==> config.mk <==
export PLATFORM = sky130hd
export DESIGN_NAME = pw_trigger_monitor
export DESIGN_NICKNAME = d
export VERILOG_FILES = /design/src/rtl/pw_trigger_pkg.sv /design/src/rtl/pw_sync2.sv /design/src/rtl/pw_trigger_monitor.sv
export SDC_FILE = /design/constraint.sdc
export NUM_CORES = 1
export LEC_CHECK = 0
export ABC_AREA = 1
export CAP_MARGIN = 10
export CELL_PAD_IN_SITES_DETAIL_PLACEMENT = 1
export CELL_PAD_IN_SITES_GLOBAL_PLACEMENT = 2
export CORE_UTILIZATION = 31
export CTS_CLUSTER_DIAMETER = 40
export CTS_CLUSTER_SIZE = 12
export DETAILED_ROUTE_END_ITERATION = 8
export GPL_TIMING_DRIVEN = 0
export MAX_ROUTING_LAYER = met4
export PLACE_DENSITY_LB_ADDON = 0.1
export SLEW_MARGIN = 25
export SYNTH_ARGS = -nofsm -noshare
export SYNTH_HDL_FRONTEND = slang
export SYNTH_SLANG_ARGS = --single-unit
==> constraint.sdc <==
create_clock -name trigger_clk -period 3.35 [get_ports trigger_clk]
set_clock_uncertainty 0.1 [all_clocks]
set_input_delay 0.335 -clock trigger_clk [delete_from_list [all_inputs] [get_ports trigger_clk]]
set_output_delay 0.335 -clock trigger_clk [all_outputs]
set_load 0.01 [all_outputs]
==> src/rtl/pw_trigger_pkg.sv <==
// Shared definitions for the trigger pulse generator / monitor pair:
// FSM state encoding and the 24-bit result slot width used by both register banks.
package pw_trigger_pkg;

  localparam int pSLOT_WIDTH = 24;

  typedef enum logic [2:0] {
    pS_IDLE      = 3'd0,
    pS_ARMED     = 3'd1,
    pS_WAIT_RISE = 3'd2,
    pS_WAIT_FALL = 3'd3,
    pS_DONE      = 3'd4
  } state_t;

endpackage

==> src/rtl/pw_sync2.sv <==
// Two-flop synchronizer with asynchronous active-low reset.
module pw_sync2 (
  input  logic clk_i,
  input  logic rst_ni,
  input  logic d_i,
  output logic q_o
);

  logic meta_q;
  logic sync_q;

  always_ff @(posedge clk_i or negedge rst_ni) begin
    if (!rst_ni) begin
      meta_q <= 1'b0;
      sync_q <= 1'b0;
    end else begin
      meta_q <= d_i;
      sync_q <= meta_q;
    end
  end

  assign q_o = sync_q;

endmodule

==> src/rtl/pw_trigger_monitor.sv <==
// Times up to pNUM_TRIGGER_PULSES pulses on an asynchronous trigger line relative to a
// start event: low samples before each pulse and high samples of each pulse.
module pw_trigger_monitor
  import pw_trigger_pkg::*;
#(
  parameter int pTRIGGER_DELAY_WIDTH = 20,
  parameter int pTRIGGER_WIDTH_WIDTH = 17,
  parameter int pNUM_TRIGGER_PULSES  = 8,
  parameter int pNUM_TRIGGER_WIDTH   = 4,
  parameter int pTIMEOUT_WIDTH       = 24
) (
  input  logic                                       trigger_clk,
  input  logic                                       reset_n,
  input  logic                                       I_arm,
  input  logic                                       I_start,
  input  logic                                       I_trig_in,
  input  logic [pNUM_TRIGGER_WIDTH-1:0]              I_num_pulses,
  input  logic [pTIMEOUT_WIDTH-1:0]                  I_timeout,
  output logic [pSLOT_WIDTH*pNUM_TRIGGER_PULSES-1:0] O_delay,
  output logic [pSLOT_WIDTH*pNUM_TRIGGER_PULSES-1:0] O_width,
  output logic [pNUM_TRIGGER_WIDTH-1:0]              O_count,
  output logic                                       O_busy,
  output logic                                       O_done,
  output logic                                       O_timeout,
  output logic                                       O_overflow,
  output state_t                                     O_state
);

  localparam int DW = pTRIGGER_DELAY_WIDTH;
  localparam int WW = pTRIGGER_WIDTH_WIDTH;
  localparam int NP = pNUM_TRIGGER_PULSES;
  localparam int NW = pNUM_TRIGGER_WIDTH;
  localparam int TW = pTIMEOUT_WIDTH;
  localparam int CW = (DW > WW) ? DW : WW;
  localparam int IW = (NP > 1) ? $clog2(NP) : 1;
  localparam logic [CW-1:0] DMAX  = CW'((64'd1 << DW) - 64'd1);
  localparam logic [CW-1:0] WMAX  = CW'((64'd1 << WW) - 64'd1);
  localparam logic [NW-1:0] NP_NW = NW'(NP);

  // Start goes through the same two flops as the trigger so both see equal latency.
  logic start_s;
  logic trig_s;

  pw_sync2 u_sync_start (
    .clk_i  (trigger_clk),
    .rst_ni (reset_n),
    .d_i    (I_start),
    .q_o    (start_s)
  );

  pw_sync2 u_sync_trig (
    .clk_i  (trigger_clk),
    .rst_ni (reset_n),
    .d_i    (I_trig_in),
    .q_o    (trig_s)
  );

  state_t        state_q;
  logic [DW-1:0] delay_q [NP];
  logic [WW-1:0] width_q [NP];
  logic [CW-1:0] cnt_q;
  logic [CW-1:0] cnt_d;
  logic [TW-1:0] tcnt_q;
  logic [TW-1:0] tcnt_d;
  logic [TW-1:0] timeout_q;
  logic [NW-1:0] k_q;
  logic [NW-1:0] k_d;
  logic [NW-1:0] count_q;
  logic [NW-1:0] target_q;
  logic [NW-1:0] target_d;
  logic          busy_q;
  logic          done_q;
  logic          timeout_flag_q;
  logic          overflow_q;
  logic          cnt_at_max;
  logic          tmo_hit;
  logic          last_pulse;
  logic [IW-1:0] idx;

  always_comb begin
    target_d = I_num_pulses;
    if (I_num_pulses == '0) begin
      target_d = NW'(1);
    end else if (I_num_pulses > NP_NW) begin
      target_d = NP_NW;
    end
    // Saturation limit follows the field being measured in the current phase.
    cnt_at_max = (state_q == pS_WAIT_FALL) ? (cnt_q == WMAX) : (cnt_q == DMAX);
    cnt_d      = cnt_at_max ? cnt_q : cnt_q + CW'(1);
    tcnt_d     = tcnt_q + TW'(1);
    tmo_hit    = (timeout_q != '0) && (tcnt_d == timeout_q);
    k_d        = k_q + NW'(1);
    last_pulse = (k_d == target_q);
    idx        = k_q[IW-1:0];
  end

  always_ff @(posedge trigger_clk or negedge reset_n) begin
    if (!reset_n) begin
      state_q        <= pS_IDLE;
      cnt_q          <= '0;
      tcnt_q         <= '0;
      timeout_q      <= '0;
      k_q            <= '0;
      count_q        <= '0;
      target_q       <= '0;
      busy_q         <= 1'b0;
      done_q         <= 1'b0;
      timeout_flag_q <= 1'b0;
      overflow_q     <= 1'b0;
      for (int i = 0; i < NP; i++) begin
        delay_q[i] <= '0;
        width_q[i] <= '0;
      end
    end else if (I_arm) begin
      state_q        <= pS_ARMED;
      cnt_q          <= '0;
      tcnt_q         <= '0;
      timeout_q      <= I_timeout;
      k_q            <= '0;
      count_q        <= '0;
      target_q       <= target_d;
      busy_q         <= 1'b1;
      done_q         <= 1'b0;
      timeout_flag_q <= 1'b0;
      overflow_q     <= 1'b0;
      for (int i = 0; i < NP; i++) begin
        delay_q[i] <= '0;
        width_q[i] <= '0;
      end
    end else begin
      case (state_q)
        pS_ARMED: begin
          if (start_s) begin
            state_q <= pS_WAIT_RISE;
            k_q     <= '0;
            cnt_q   <= '0;
            tcnt_q  <= '0;
          end
        end
        pS_WAIT_RISE: begin
          if (trig_s) begin
            delay_q[idx] <= cnt_q[DW-1:0];
            cnt_q        <= CW'(1);
            tcnt_q       <= '0;
            state_q      <= pS_WAIT_FALL;
          end else begin
            cnt_q  <= cnt_d;
            tcnt_q <= tcnt_d;
            if (cnt_at_max) overflow_q <= 1'b1;
            if (tmo_hit) begin
              state_q        <= pS_DONE;
              busy_q         <= 1'b0;
              done_q         <= 1'b1;
              timeout_flag_q <= 1'b1;
            end
          end
        end
        pS_WAIT_FALL: begin
          if (!trig_s) begin
            width_q[idx] <= cnt_q[WW-1:0];
            count_q      <= k_d;
            tcnt_q       <= '0;
            if (last_pulse) begin
              state_q <= pS_DONE;
              busy_q  <= 1'b0;
              done_q  <= 1'b1;
            end else begin
              k_q     <= k_d;
              cnt_q   <= CW'(1);
              state_q <= pS_WAIT_RISE;
            end
          end else begin
            cnt_q  <= cnt_d;
            tcnt_q <= tcnt_d;
            if (cnt_at_max) overflow_q <= 1'b1;
            if (tmo_hit) begin
              state_q        <= pS_DONE;
              busy_q         <= 1'b0;
              done_q         <= 1'b1;
              timeout_flag_q <= 1'b1;
            end
          end
        end
        default: ;
      endcase
    end
  end

  for (genvar g = 0; g < NP; g++) begin : g_slot
    assign O_delay[g*pSLOT_WIDTH +: pSLOT_WIDTH] = pSLOT_WIDTH'(delay_q[g]);
    assign O_width[g*pSLOT_WIDTH +: pSLOT_WIDTH] = pSLOT_WIDTH'(width_q[g]);
  end

  assign O_count    = count_q;
  assign O_busy     = busy_q;
  assign O_done     = done_q;
  assign O_timeout  = timeout_flag_q;
  assign O_overflow = overflow_q;
  assign O_state    = state_q;

endmodule

==> flow_summary_export.csv, run 1 <==
group,metric,value,unit
cts,insertion_delay,0.60,ns
setup_path,crit_fanout,10,
synthesis,ys_warn_count,0,
setup_path,slowest_delay,0.60,ns
cts,clock_path_buffers,3,
routing,post_drt_wl_per_cell,20.88,um
finish,fin_area,24840,um2
floorplan,start_util,0.3150,
setup_path,worstPathCellList,"inv_1, nand2_2, nor2_1, nand2_1, clkbuf_1, o21ai_0, inv_1, clkbuf_1, nand2_1, o21ai_0",
cts,postCtsSetupRepairBufs,0,
setup_path,cp-end-kind,"register",
pwr,p_leak,11.26,nW
finish,fill_cells,6584,
synthesis,syn_area,17460,um2
floorplan,fp.dieW,239.3,um
routing,routed_via_density,4.700,
routing,drt_wl_total,72220,um
synthesis,yosys.area.top_type,"dfrtp_1",
pwr,vdd_drop_max,0.3754,mV
global_route,grt_usage,0.2618,
cts,cts_tree,"built",
global_route,grt_pass1_vias,17211,
synthesis,synth_edf_count,0,
setup_path,required,3.65,ns
global_route,grt-ovfl-total,0,
cts,cts_buffers,72,
global_route,gr-max-usage-layer,"met2",
finish,fin_cells,3459,
synthesis,ys_seq_elements,387,
timing,worst_pin_slew,0.9339,ns
routing,drc_errors,0,
cts,htree_levels,3,
pwr,total_power,13.44,mW
synthesis,ys_async_sr_fraction,1.000,
synthesis,synth_cell_types,39,
placement,dp.cells,3325,
finish,utilization,0.4483,
synthesis,ys_top_cells_by_count,"nand2_1, dfrtp_1, o21ai_0",
floorplan,die_h,239.3,um
timing,slew_headroom,0.3756,
pwr,powerDensity,540.9,nW/um2
synthesis,synth_top_area_frac,0.5548,
placement,hpwl,53330,um
placement,dpl_cell_area,22250,um2
synthesis,postSynthCellCount,2146,
floorplan,ios,428,
timing,hold_viol_final,0,
timing,max_freq,322.5,MHz
placement,gp_congestion,0.8798,
setup_path,slowest_stage,"o21ai_0",
floorplan,coreArea,55420,um2
global_route,antenna_found_initial,1,
routing,detailroute.via_count,16258,
synthesis,synth-seq-area-share,0.5548,
timing,totalNegativeSetupSlack,0,ns
cts,clkTransAtPathRegs,0.05,ns
job,drv_cap,0,
global_route,grt_max_degree,84,
global_route,use_met1,0.3387,
floorplan,num_rows,86,
synthesis,synth.area.top_cells,"dfrtp_1, nand2_1, o21ai_0",
floorplan,die_area,57260,um2
global_route,grt_pass1_wl,108600,um
placement,port_buffers,339,
timing,min_period_over_period,0.9255,
global_route,use_met2,0.4168,
routing,dr.pass1.iters,5,
timing,slew_violations,0,
setup_path,startpoint_type,"register",
cts,cts.sinks,387,
synthesis,syn_area_per_cell,8.134,um2
finish,num-nets-final,2688,
timing,rsz0062_at_grt,"false",
timing,min_period,3.101,ns
synthesis,yosysMostFrequentCell,"nand2_1",
routing,ant_nets,0,
global_route,grt_use_met3,0.03941,
setup_path,crit_type,"register to register",
finish,drive_gt1_frac,0.09591,
timing,finalSetupViolations,0,
setup_path,arrival,3.40,ns
cts,cts_root_buf,"clkbuf_16",
finish,synthToLayoutAreaGrowth,42.32,%
outcome,outcome,"finished clean",
worst_hold_path,hp-class,"input pin to register",
synthesis,yosys_most_used_dff,"dfrtp_1",
routing,drt-initial-drc-count,962,
finish,diodes,0,
==> area by class of cell <==
cell class                      instances  area [um2]  area share
Buffer                                173       989.7     0.03984
Clock buffer                           91        2079     0.08371
Clock inverter                         42       494.2     0.01989
Inverter                              223       837.1     0.03369
Multi-Input combinational cell       1450        6276      0.2526
Sequential cell                       387        9684      0.3898
Tap cell                              748       935.9     0.03767
Timing Repair Buffer                  345        3546      0.1427
==> metal layers <==
metal / wire length, um / vias to the layer above
li1: - / 7603
met1: 32480 / 8113
met2: 34380 / 416
met3: 3153 / 126
met4: 2206 / 0
met5: 0 / -
==> repair_timing <==
| item | CTS | global route |
|---|---|---|
| setup endpoints to repair | 0 | 8 |
| hold buffers | 1 | 0 |
| gates resized for setup | 0 | 1 |
| endpoints found under the hold margin | 229 | 0 |
==> registers in the layout (all words and copies together) (netlist names) <==
signal	cells
O_count	4
O_overflow	1
O_delay	160
u_sync_trig.q_o	1
O_state	3
target_q	4
k_q	4
O_done	1
O_width	136
u_sync_start.q_o	1
u_sync_start.meta_q	1
O_timeout	1
O_busy	1
tcnt_q	24
cnt_q	20
timeout_q	24
u_sync_trig.meta_q	1
==> stage by stage <==
| stage | hold slack [ns] | setup WS [ns] |
|---|---|---|
| 2_1_floorplan | -0.06059 | 1.246 |
| 3_3_place_gp | 0.2407 | -16.22 |
| 3_5_place_dp | 0.1644 | -0.1507 |
| 4_1_cts | 0.06445 | 0.2036 |
| 5_1_grt | 0.08882 | 0.03510 |
| 6_report | 0.09606 | 0.2494 |
==> report_power, final <==
part | switching, mW | internal, mW | leakage, nW
Combinational | 0.674 | 0.256 | 4.67
Clock | 2.62 | 5.10 | 1.25
Sequential | 0.0516 | 4.73 | 5.34
Total | 3.35 | 10.1 | 11.3
==> logic make-up (layout without fill, tap and decap cells) <==
kind of cell | Yosys count | count (layout) | share of synthesized area
simple gates | 1009 | 1009 | 0.2310
fa+ha+maj | 3 | 3 | 0.002151
compound gates | 342 | 342 | 0.1019
other cells | 1 | 88 | 0.0002148
flops | 387 | 387 | 0.5548
xor+xnor | 8 | 8 | 0.005233
buf+inv | 396 | 874 | 0.1047
==> cell usage in the layout (no fill, tap or decap), types with 10 or more instances in the layout <==
cell type and count:
nand2_1 691, dfrtp_1 387, clkdlybuf4s50_1 338, o21ai_0 280
inv_1 213, nor2_1 192, buf_4 89, conb_1 88
nand3_1 78, clkbuf_1 77, clkbuf_16 77, o22ai_1 26
nor3_1 17, a21oi_1 15, clkinv_2 15, nand4_1 10
clkbuf_8 10
==> path summary, 6_finish.rpt <==
path	startpoint	to	slack, ns	cells after the start
max	O_state[2]	O_delay[176]	0.25	10
min in group asynchronous	reset_n	O_delay[127]	0.14	2
min reg2reg	u_sync_trig.meta_q	u_sync_trig.q_o	0.26	0
max reg2reg	O_state[2]	O_delay[176]	0.25	10
max in group asynchronous	reset_n	cnt_q[2]	1.80	4
min	I_start	u_sync_start.meta_q	0.1	1
==> critical path, delay by kind of cell, from the launching register on <==
kind | cells | cell delay, ns
AO/OA/AOI/OAI | 2 | 0.71
buffers and inverters | 4 | 1.05
flip-flops | 1 | 0.41
AND/OR/NAND/NOR | 4 | 0.64
Note: power is estimated with default switching activity, not from simulation.
==> run 2: changes to the inputs <==
Settings changed: ABC_AREA 1 to unset, CAP_MARGIN 10 to 15, CORE_UTILIZATION 31 to 32.
==> flow_summary_export.csv, run 2 <==
group,metric,value,unit
synthesis,yosysMostFrequentCell,"nand2_1",
placement,port_buffers,338,
synthesis,syn_area,17510,um2
routing,drt-initial-drc-count,727,
pwr,p_clk_frac,0.574,
timing,max_freq,310.7,MHz
floorplan,die_h,235.9,um
synthesis,ys_warn_count,0,
floorplan,coreArea,53920,um2
pwr,p_switching,3.834,mW
finish,num-nets-final,2481,
floorplan,die_area,55640,um2
cts,cts_tree,"built",
setup_path,startpoint_type,"register",
pwr,pwr-share-comb,0.094,
routing,dr.pass1.iters,5,
cts,cts.sinks,387,
timing,worst_pin_slew,1.151,ns
timing,min_period,3.219,ns
synthesis,synth-seq-area-share,0.5532,
synthesis,ys_async_sr_fraction,1.000,
global_route,grt_pass1_wl,105600,um
synthesis,synth_edf_count,0,
cts,cts_buffers,78,
synthesis,synth_cell_types,61,
cts,cts_root_buf,"clkbuf_16",
routing,routed_via_density,4.921,
finish,final_cell_mix,"nand2_1, dfrtp_1, clkdlybuf4s50_1, a21oi_1, clkbuf_1",
timing,rsz0062_at_grt,"true",
synthesis,yosys.area.top_type,"dfrtp_1",
finish,synthToLayoutAreaGrowth,43.46,%
setup_path,cpLargestDelayFamily,"simple AND/OR/NAND/NOR gates",
placement,hpwl,50080,um
setup_path,slowest_stage,"or4_4",
floorplan,ios,428,
setup_path,path_buf_inv,1,
finish,largest_reg_flops,160,
finish,mostFrequentLayoutCell,"nand2_1",
setup_path,cp-end-kind,"register",
finish,fin_cells,3208,
pwr,vdd_drop_max,0.4202,mV
routing,drc_errors,0,
routing,detailroute.via_count,15785,
global_route,grt-ovfl-total,0,
pwr,powerDensity,584.8,nW/um2
cts,insertion_delay,0.60,ns
finish,drive_gt1_frac,0.1164,
global_route,grt_pass1_vias,16314,
synthesis,synth.area.top_cells,"dfrtp_1, nand2_1, a21oi_1",
pwr,switching_share,0.2611,
cts,clock_path_buffers,3,
setup_path,required,3.72,ns
cts,htree_levels,3,
synthesis,ys_seq_elements,387,
cts,postCtsSetupRepairBufs,0,
timing,hold_viol_final,0,
floorplan,num_rows,85,
pwr,p_leak,10.49,nW
routing,drt_wl_total,70300,um
placement,dp.cells,3060,
floorplan,start_util,0.3247,
finish,utilization,0.4658,
synthesis,ys_top_cells_by_count,"nand2_1, dfrtp_1, a21oi_1",
placement,gp_congestion,0.8764,
floorplan,fp.dieW,235.9,um
routing,post_drt_wl_per_cell,21.91,um
job,drv_cap,0,
pwr,internal_power,10.85,mW
pwr,total_power,14.69,mW
timing,finalSetupViolations,0,
timing,setup_ws,0.1310,ns
synthesis,synth_top_area_frac,0.5532,
setup_path,crit_type,"register to register",
routing,ant_nets,0,
global_route,grt_usage,0.2605,
timing,slew_headroom,0.2324,
setup_path,arrival,3.59,ns
setup_path,slowest_delay,0.57,ns
pwr,p_seq_frac,0.332,
setup_path,crit_fanout,6,
timing,min_period_over_period,0.9609,
synthesis,postSynthCellCount,1934,
worst_hold_path,hp-class,"input pin to register",
outcome,outcome,"finished clean",
placement,place_worst_setup_slack,-0.08340,ns
synthesis,yosys_most_used_dff,"dfrtp_1",
cts,clkTransAtPathRegs,0.05,ns
global_route,grt_max_degree,87,
global_route,antenna_found_initial,4,
setup_path,worstPathCellList,"ha_4, nand3_4, xnor2_1, or3b_1, a2111oi_2, nand4_1, or4_4, buf_6, o31a_1",
synthesis,syn_area_per_cell,9.051,um2
timing,totalNegativeSetupSlack,0,ns
timing,slew_violations,0,
## run 2: cell types whose count changed after synthesis, moves of 53 or more
cell,change
nand2_1,-64
nor2_1,-119
a21oi_1,+278
o21ai_0,-227
nand3_1,-53
inv_1,-205
clkbuf_1,+55
## run 2: cell type report
class	count	area, um2
inverters	8	30.03
diodes	4	10.01
multi-input cells	1403	6967
well taps	696	870.8
fillers	6110	28810
flip-flops and latches	387	9686
repair buffers	344	3536
plain buffers	223	1196
clock inverters	52	735.7
clock buffers	91	2083
## run 2: worst reg2reg max path, stage by stage (launching register included)
cell	delay, ns
dfrtp_1	0.47
ha_4	0.22
nand3_4	0.17
xnor2_1	0.19
or3b_1	0.39
a2111oi_2	0.42
nand4_1	0.16
or4_4	0.57
buf_6	0.15
o31a_1	0.27
## run 2: metal layers
metal / global-route usage / vias up / wire [um]
met1: 0.3314 / 7925 / 31060
met4: 0.08853 / 0 / 2303
met2: 0.4084 / 409 / 33140
met3: 0.05863 / 128 / 3788
met5: - / - / 0
li1: - / 7323 / -
## run 2: path summary, 6_finish.rpt
path	start	to	slack, ns	cells after the start
worst min register to register	u_sync_trig.meta_q	u_sync_trig.q_o	0.25	0
min in group asynchronous	reset_n	O_delay[129]	0.10	2
worst max register to register	tcnt_q[1]	O_state[0]	0.13	9
worst max-delay path	tcnt_q[1]	O_state[0]	0.13	9
max in group asynchronous	reset_n	O_width[57]	1.52	5
worst min-delay path	I_trig_in	u_sync_trig.meta_q	0.08	1
## run 2: what timing repair did
| item | in CTS | in global routing |
|---|---|---|
| resized for setup | 2 | 3 |
| setup endpoints to repair | 3 | 26 |
| endpoints found under the hold margin | 173 | 0 |
| hold buffers | 1 | 0 |
## run 2: kinds of logic after synthesis
group                      count (synthesis)  share of synthesized area
and+or+nand+nor                          811                     0.1946
AOI/OAI and AO/OA                        424                     0.1367
DFF                                      387                     0.5532
buffers and inverters                    231                    0.06954
xor gates and xnor gates                  52                    0.02759
muxes                                     25                    0.01601
adders and majority gates                  3                   0.002144
other                                      1                  0.0002142
## run 2: through the flow
stage | hold WS, ns | cell area (um2)
floorplan | -0.06059 | 17830
global placement | 0.2392 | 22090
detailed placement | 0.1232 | 22250
CTS | 0.04979 | 25080
global route | 0.05685 | 25110
finish | 0.08023 | 25110
## run 2: power groups by stage
stage | Combinational (mW) | Clock (mW) | Sequential, mW
after floorplan | 0.789 | 0 | 4.92
after global placement | 1.34 | 0 | 4.95
after detailed placement | 1.39 | 0 | 4.94
after CTS | 1.39 | 8.57 | 4.87
after global routing | 1.53 | 8.77 | 4.88
final | 1.39 | 8.43 | 4.87
